File: config.mk
export PLATFORM = sky130hd
export DESIGN_NAME = alu_pipe
export DESIGN_NICKNAME = d
export VERILOG_FILES = /design/src/rtl/alu_pipe.sv
export SDC_FILE = /design/constraint.sdc
export NUM_CORES = 2
export LEC_CHECK = 0
export BUFFER_PORTS_ARGS = -buffer_cell sky130_fd_sc_hd__buf_2
export CORE_MARGIN = 2
export CORE_UTILIZATION = 65
export CTS_BUF_LIST = sky130_fd_sc_hd__clkbuf_8
export CTS_CLUSTER_SIZE = 40
export DETAILED_ROUTE_END_ITERATION = 16
export GPL_TIMING_DRIVEN = 0
export PLACE_DENSITY = 0.84
export SETUP_SLACK_MARGIN = 0.05
export SLEW_MARGIN = 20
export SYNTH_ARGS = -nofsm -noshare
export SYNTH_HDL_FRONTEND = slang
export SYNTH_SLANG_ARGS = --single-unit
export TNS_END_PERCENT = 1
File: constraint.sdc
create_clock -name clk -period 15.87 [get_ports clk]
set_clock_uncertainty 0.05 [all_clocks]
set_input_delay 3.174 -clock clk [delete_from_list [all_inputs] [get_ports clk]]
set_output_delay 3.174 -clock clk [all_outputs]
set_load 0.05 [all_outputs]
File: src/rtl/alu_pipe.sv
// Pipelined datapath ALU with valid/ready handshake and an internal
// multiply-accumulate register. S1 holds the accepted operation, S2 holds
// the computed result; out_valid is the S2 occupancy flag.
module alu_pipe #(
    parameter int unsigned WIDTH = 24,
    parameter int unsigned SHIFT = 8
) (
    input  logic             clk,
    input  logic             rst,
    input  logic             in_valid,
    output logic             in_ready,
    input  logic [2:0]       op,
    input  logic [WIDTH-1:0] a_in,
    input  logic [WIDTH-1:0] b_in,
    output logic             out_valid,
    input  logic             out_ready,
    output logic [WIDTH-1:0] c_out,
    output logic             z_out,
    output logic             ovf_out,
    output logic [WIDTH-1:0] acc_out
);

    localparam int unsigned PW = 2 * WIDTH;
    localparam int unsigned EW = WIDTH + 1;

    localparam logic [2:0] OP_ADD    = 3'd0;
    localparam logic [2:0] OP_MUL    = 3'd1;
    localparam logic [2:0] OP_SUB    = 3'd2;
    localparam logic [2:0] OP_SFTR   = 3'd3;
    localparam logic [2:0] OP_SFTL   = 3'd4;
    localparam logic [2:0] OP_MAC    = 3'd5;
    localparam logic [2:0] OP_CLRACC = 3'd6;
    localparam logic [2:0] OP_PASSA  = 3'd7;

    logic             s1_valid;
    logic [2:0]       s1_op;
    logic [WIDTH-1:0] s1_a;
    logic [WIDTH-1:0] s1_b;

    logic             s2_adv;
    logic             in_xfer;

    logic [PW-1:0]    prod;
    logic [PW-1:0]    shl_ext;
    logic [EW-1:0]    add_sum;
    logic [EW-1:0]    sub_diff;
    logic [EW-1:0]    mac_sum;

    logic [WIDTH-1:0] c_nxt;
    logic             ovf_nxt;
    logic             acc_wr;
    logic [WIDTH-1:0] acc_nxt;

    // Handshake: S2 drains or refills whenever its slot frees up
    always_comb begin
        s2_adv   = s1_valid && (!out_valid || out_ready);
        in_ready = !s1_valid || s2_adv;
        in_xfer  = in_valid && in_ready;
    end

    // S2 datapath: result, overflow and accumulator update for the op in S1
    always_comb begin
        prod     = PW'(s1_a) * PW'(s1_b);
        shl_ext  = PW'(s1_a) << SHIFT;
        add_sum  = EW'(s1_a) + EW'(s1_b);
        sub_diff = EW'(s1_a) - EW'(s1_b);
        mac_sum  = EW'(acc_out) + EW'(prod[WIDTH-1:0]);

        c_nxt   = '0;
        ovf_nxt = 1'b0;
        acc_wr  = 1'b0;
        acc_nxt = acc_out;

        case (s1_op)
            OP_ADD: begin
                c_nxt   = add_sum[WIDTH-1:0];
                ovf_nxt = add_sum[WIDTH];
            end
            OP_MUL: begin
                c_nxt   = prod[WIDTH-1:0];
                ovf_nxt = |prod[PW-1:WIDTH];
            end
            OP_SUB: begin
                c_nxt   = sub_diff[WIDTH-1:0];
                ovf_nxt = sub_diff[WIDTH];
            end
            OP_SFTR: begin
                c_nxt = s1_a >> SHIFT;
            end
            OP_SFTL: begin
                c_nxt   = shl_ext[WIDTH-1:0];
                ovf_nxt = |shl_ext[PW-1:WIDTH];
            end
            OP_MAC: begin
                c_nxt   = mac_sum[WIDTH-1:0];
                ovf_nxt = (|prod[PW-1:WIDTH]) | mac_sum[WIDTH];
                acc_wr  = 1'b1;
                acc_nxt = mac_sum[WIDTH-1:0];
            end
            OP_CLRACC: begin
                acc_wr  = 1'b1;
                acc_nxt = '0;
            end
            OP_PASSA: begin
                c_nxt = s1_a;
            end
            default: begin
                c_nxt = '0;
            end
        endcase
    end

    // S1: capture a new op, or empty out when it moves into S2
    always_ff @(posedge clk or posedge rst) begin
        if (rst) begin
            s1_valid <= 1'b0;
            s1_op    <= '0;
            s1_a     <= '0;
            s1_b     <= '0;
        end else if (in_xfer) begin
            s1_valid <= 1'b1;
            s1_op    <= op;
            s1_a     <= a_in;
            s1_b     <= b_in;
        end else if (s2_adv) begin
            s1_valid <= 1'b0;
        end
    end

    // S2: load a fresh result, or empty out once the consumer takes it
    always_ff @(posedge clk or posedge rst) begin
        if (rst) begin
            out_valid <= 1'b0;
            c_out     <= '0;
            z_out     <= 1'b0;
            ovf_out   <= 1'b0;
        end else if (s2_adv) begin
            out_valid <= 1'b1;
            c_out     <= c_nxt;
            z_out     <= (c_nxt == '0);
            ovf_out   <= ovf_nxt;
        end else if (out_ready) begin
            out_valid <= 1'b0;
        end
    end

    // Accumulator: written only on the edge its MAC/CLRACC enters S2
    always_ff @(posedge clk or posedge rst) begin
        if (rst) begin
            acc_out <= '0;
        end else if (s2_adv && acc_wr) begin
            acc_out <= acc_nxt;
        end
    end

endmodule

==> impl_metrics.env <==
export IMPL_status="complete, no violations"
export IMPL_crit_arrival_ns=10.88
export IMPL_slew_violations=0
export IMPL_dieArea_sq_um=45100
export IMPL_yosys_cell_types_count=100
export IMPL_ys_warn_count=0
export IMPL_fp_dieH_um=212
export IMPL_syn_area_sq_um=28200
export IMPL_gp_congestion=1.07
export IMPL_ys_ff_latch=103
export IMPL_synthArstFlopShare_pct=100
export IMPL_multiInputGateArea_sq_um=22700
export IMPL_cpPeakStageDelay_ns=0.97
export IMPL_wire_per_inst_um=25.6
export IMPL_synth_edf_count=0
export IMPL_start_kind="register"
export IMPL_htree_levels=3
export IMPL_yosysTopAreaCellShare_pct=34.4
export IMPL_final_common_cell="inv_1"
export IMPL_cts_root_buf="clkbuf_8"
export IMPL_cts_sinks=103
export IMPL_rows=76
export IMPL_grt_use_total_pct=45.8
export IMPL_drive_gt1_share_pct=6.91
export IMPL_core_area_sq_um=43000
export IMPL_max_freq_mhz=94.4
export IMPL_antenna_found_initial=6
export IMPL_hold_viol_final=0
export IMPL_period_needed_ns=10.59
export IMPL_cts_hold_buf=0
export IMPL_cts_tree="built"
export IMPL_start_util_pct=65.6
export IMPL_hpwl_mm=83.1
export IMPL_end_kind="register"
export IMPL_grt_pass1_wl_mm=151
export IMPL_cap_violations=0
export IMPL_portBuffers=106
export IMPL_crit_top_cell="inv_1"
export IMPL_postRouteAntennaNets=0
export IMPL_crit_fanout=10
export IMPL_synthFlopType="dfrtp_1"
export IMPL_drtIter0Drc=2958
export IMPL_routed_wl_mm=101
export IMPL_rsz0062_at_grt="no"
export IMPL_first_pass_iters=9
export IMPL_tns_ns=0
export IMPL_design_area_sq_um=29700
export IMPL_avgSynthCellArea_sq_um=8.76
export IMPL_cts_resized=0
export IMPL_synth_largest_area_cell="fa_1"
export IMPL_dpl_cell_area_sq_um=29500
export IMPL_ys_seq_area_share_pct=9.13
export IMPL_setup_viol=0
export IMPL_cp_top_family="adder cells"
export IMPL_synth_area_leaders="fa_1 (34%), ha_1 (11%), dfrtp_1 (9.1%)"
export IMPL_layout_common_cells="inv_1 (595), fa_1 (485), and2_1 (373)"
export IMPL_seq_area_sq_um=2580
export IMPL_clk_pin_slew_ns=0.13
export IMPL_fin_nets=4127
export IMPL_post_cts_repair_setup_buffers=0
export IMPL_critPathBufInv=10
export IMPL_pin_count=107
export IMPL_area_growth_syn_to_layout_pct=5.28
export IMPL_die_w_um=212
export IMPL_min_period_over_period_pct=66.7
export IMPL_slew_limit_headroom_pct=18.1
export IMPL_slowest_stage="clkbuf_1"
export IMPL_grt_remaining_overflow=0
export IMPL_drc=0
export IMPL_cts_buffers_inserted=9
export IMPL_grt_pass1_vias=25800
export IMPL_fillers=3548
export IMPL_synth_cells=3222
export IMPL_syn_num_nets=4009
export IMPL_tightest_slew_ns=1.23
export IMPL_vias=25000
export IMPL_clkLatencyLatePin_ns=0.44
export IMPL_grt_max_degree=70
export IMPL_ctsLongestPathBuffers=2
export IMPL_worstSetupPathType="register to register"
export IMPL_viasPerCell=6.34
export IMPL_worst_hold_path_type="register to register"
export IMPL_worstPathRequired_ns=16.16
==> Yosys cell counts (5+ instances only) <==
library cell and instances:
o211ai_1 11, a22oi_1 6, and3_1 11, o21ai_0 79
nor4_1 14, buf_1 12, o2111ai_1 6, a211oi_1 14
a22o_1 21, nor2b_1 22, a21boi_0 5, a2111oi_0 7
mux2_2 54, clkbuf_1 151, nand3_1 41, nor3b_1 8
nor3_1 24, nand2_1 318, and2_1 373, or3_1 8
o221ai_1 11, buf_2 11, dfrtp_1 103, o31ai_1 9
fa_1 485, o21bai_1 9, nand4_1 25, a31oi_1 19
a21oi_1 120, or2_2 5, a21o_1 27, a221o_1 5
nor2_1 107, nand2b_1 16, o21a_1 12, mux2i_1 23
o21ai_1 16, xor2_1 24, inv_1 596, and4_1 9
xnor2_1 50, ha_1 247, a221oi_1 7
==> area by class of cell <==
type,instances,area share [%]
antenna,7,0.0590
clock inverter,6,0.181
inverter,600,7.60
clock buffer,9,0.417
buffer,176,2.30
timing repair buffer,107,1.88
sequential,103,8.68
multi-input combinational,2343,76.4
tap,585,2.46
==> cells by family (layout without fill, tap and decap cells) <==
kind of cell | count (synthesis) | in the layout | synth area share, %
multiplexers | 79 | 79 | 3.10
AND/OR/NAND/NOR | 1003 | 1003 | 18.5
adder cells (fa/ha/maj) | 732 | 732 | 45.4
buffers and inverters | 776 | 898 | 10.4
flip-flops | 103 | 103 | 9.13
AO/OA/AOI/OAI | 455 | 455 | 11.2
XOR/XNOR | 74 | 74 | 2.30
other | 0 | 7 | 0
==> metal layers <==
layer | up-vias | global-route usage (%) | wire length, um
met5 | - | 0 | 13
met1 | 12400 | 56.5 | 35900
met2 | 1677 | 72.1 | 45300
li1 | 10400 | - | -
met3 | 457 | 12.2 | 11900
met4 | 2 | 28.3 | 7530
==> per-stage QoR <==
stage          hold WS [ns]  std cells  util, %  setup WS [ns]
2_1_floorplan         0.421       3222        -           7.90
3_3_place_gp          0.404       3913     68.6           5.80
3_5_place_dp          0.409       3914     68.7           5.74
4_1_cts               0.435       3929     69.1           5.64
5_1_grt               0.473       3930     69.1           4.95
6_report              0.431       3936     69.1           5.28
==> path summary, 6_finish.rpt <==
path,start,to,slack (ns),cells past startpoint
worst max-delay path,s1_a[11]$_DFFE_PP0P_,z_out$_DFFE_PP0P_,5.28,33
worst min-delay path,c_out[11]$_DFFE_PP0P_,c_out[11]$_DFFE_PP0P_,0.43,2
worst max register to register,s1_a[11]$_DFFE_PP0P_,z_out$_DFFE_PP0P_,5.28,33
worst min register to register,c_out[11]$_DFFE_PP0P_,c_out[11]$_DFFE_PP0P_,0.43,2
max in group asynchronous,rst,s1_b[0]$_DFFE_PP0P_,12.37,3
min in group asynchronous,rst,acc_out[20]$_DFFE_PP0P_,2.69,2
==> sequential cells by signal, summed over array words and instances, names as in the netlist <==
| signal | flops |
|---|---|
| s1_a | 24 |
| ovf_out | 1 |
| s1_op | 3 |
| c_out | 24 |
| s1_valid | 1 |
| out_valid | 1 |
| acc_out | 24 |
| s1_b | 24 |
| z_out | 1 |
==> tightest hold or removal path: stages, from the launching register on <==
cell and delay, ns:
dfrtp_1 0.35, nand2_1 0.05, nand2_1 0.06
Power is left out: the tool's default activity adds up to more than one toggle a clock period on the data nets, which glitch-free logic cannot reach.
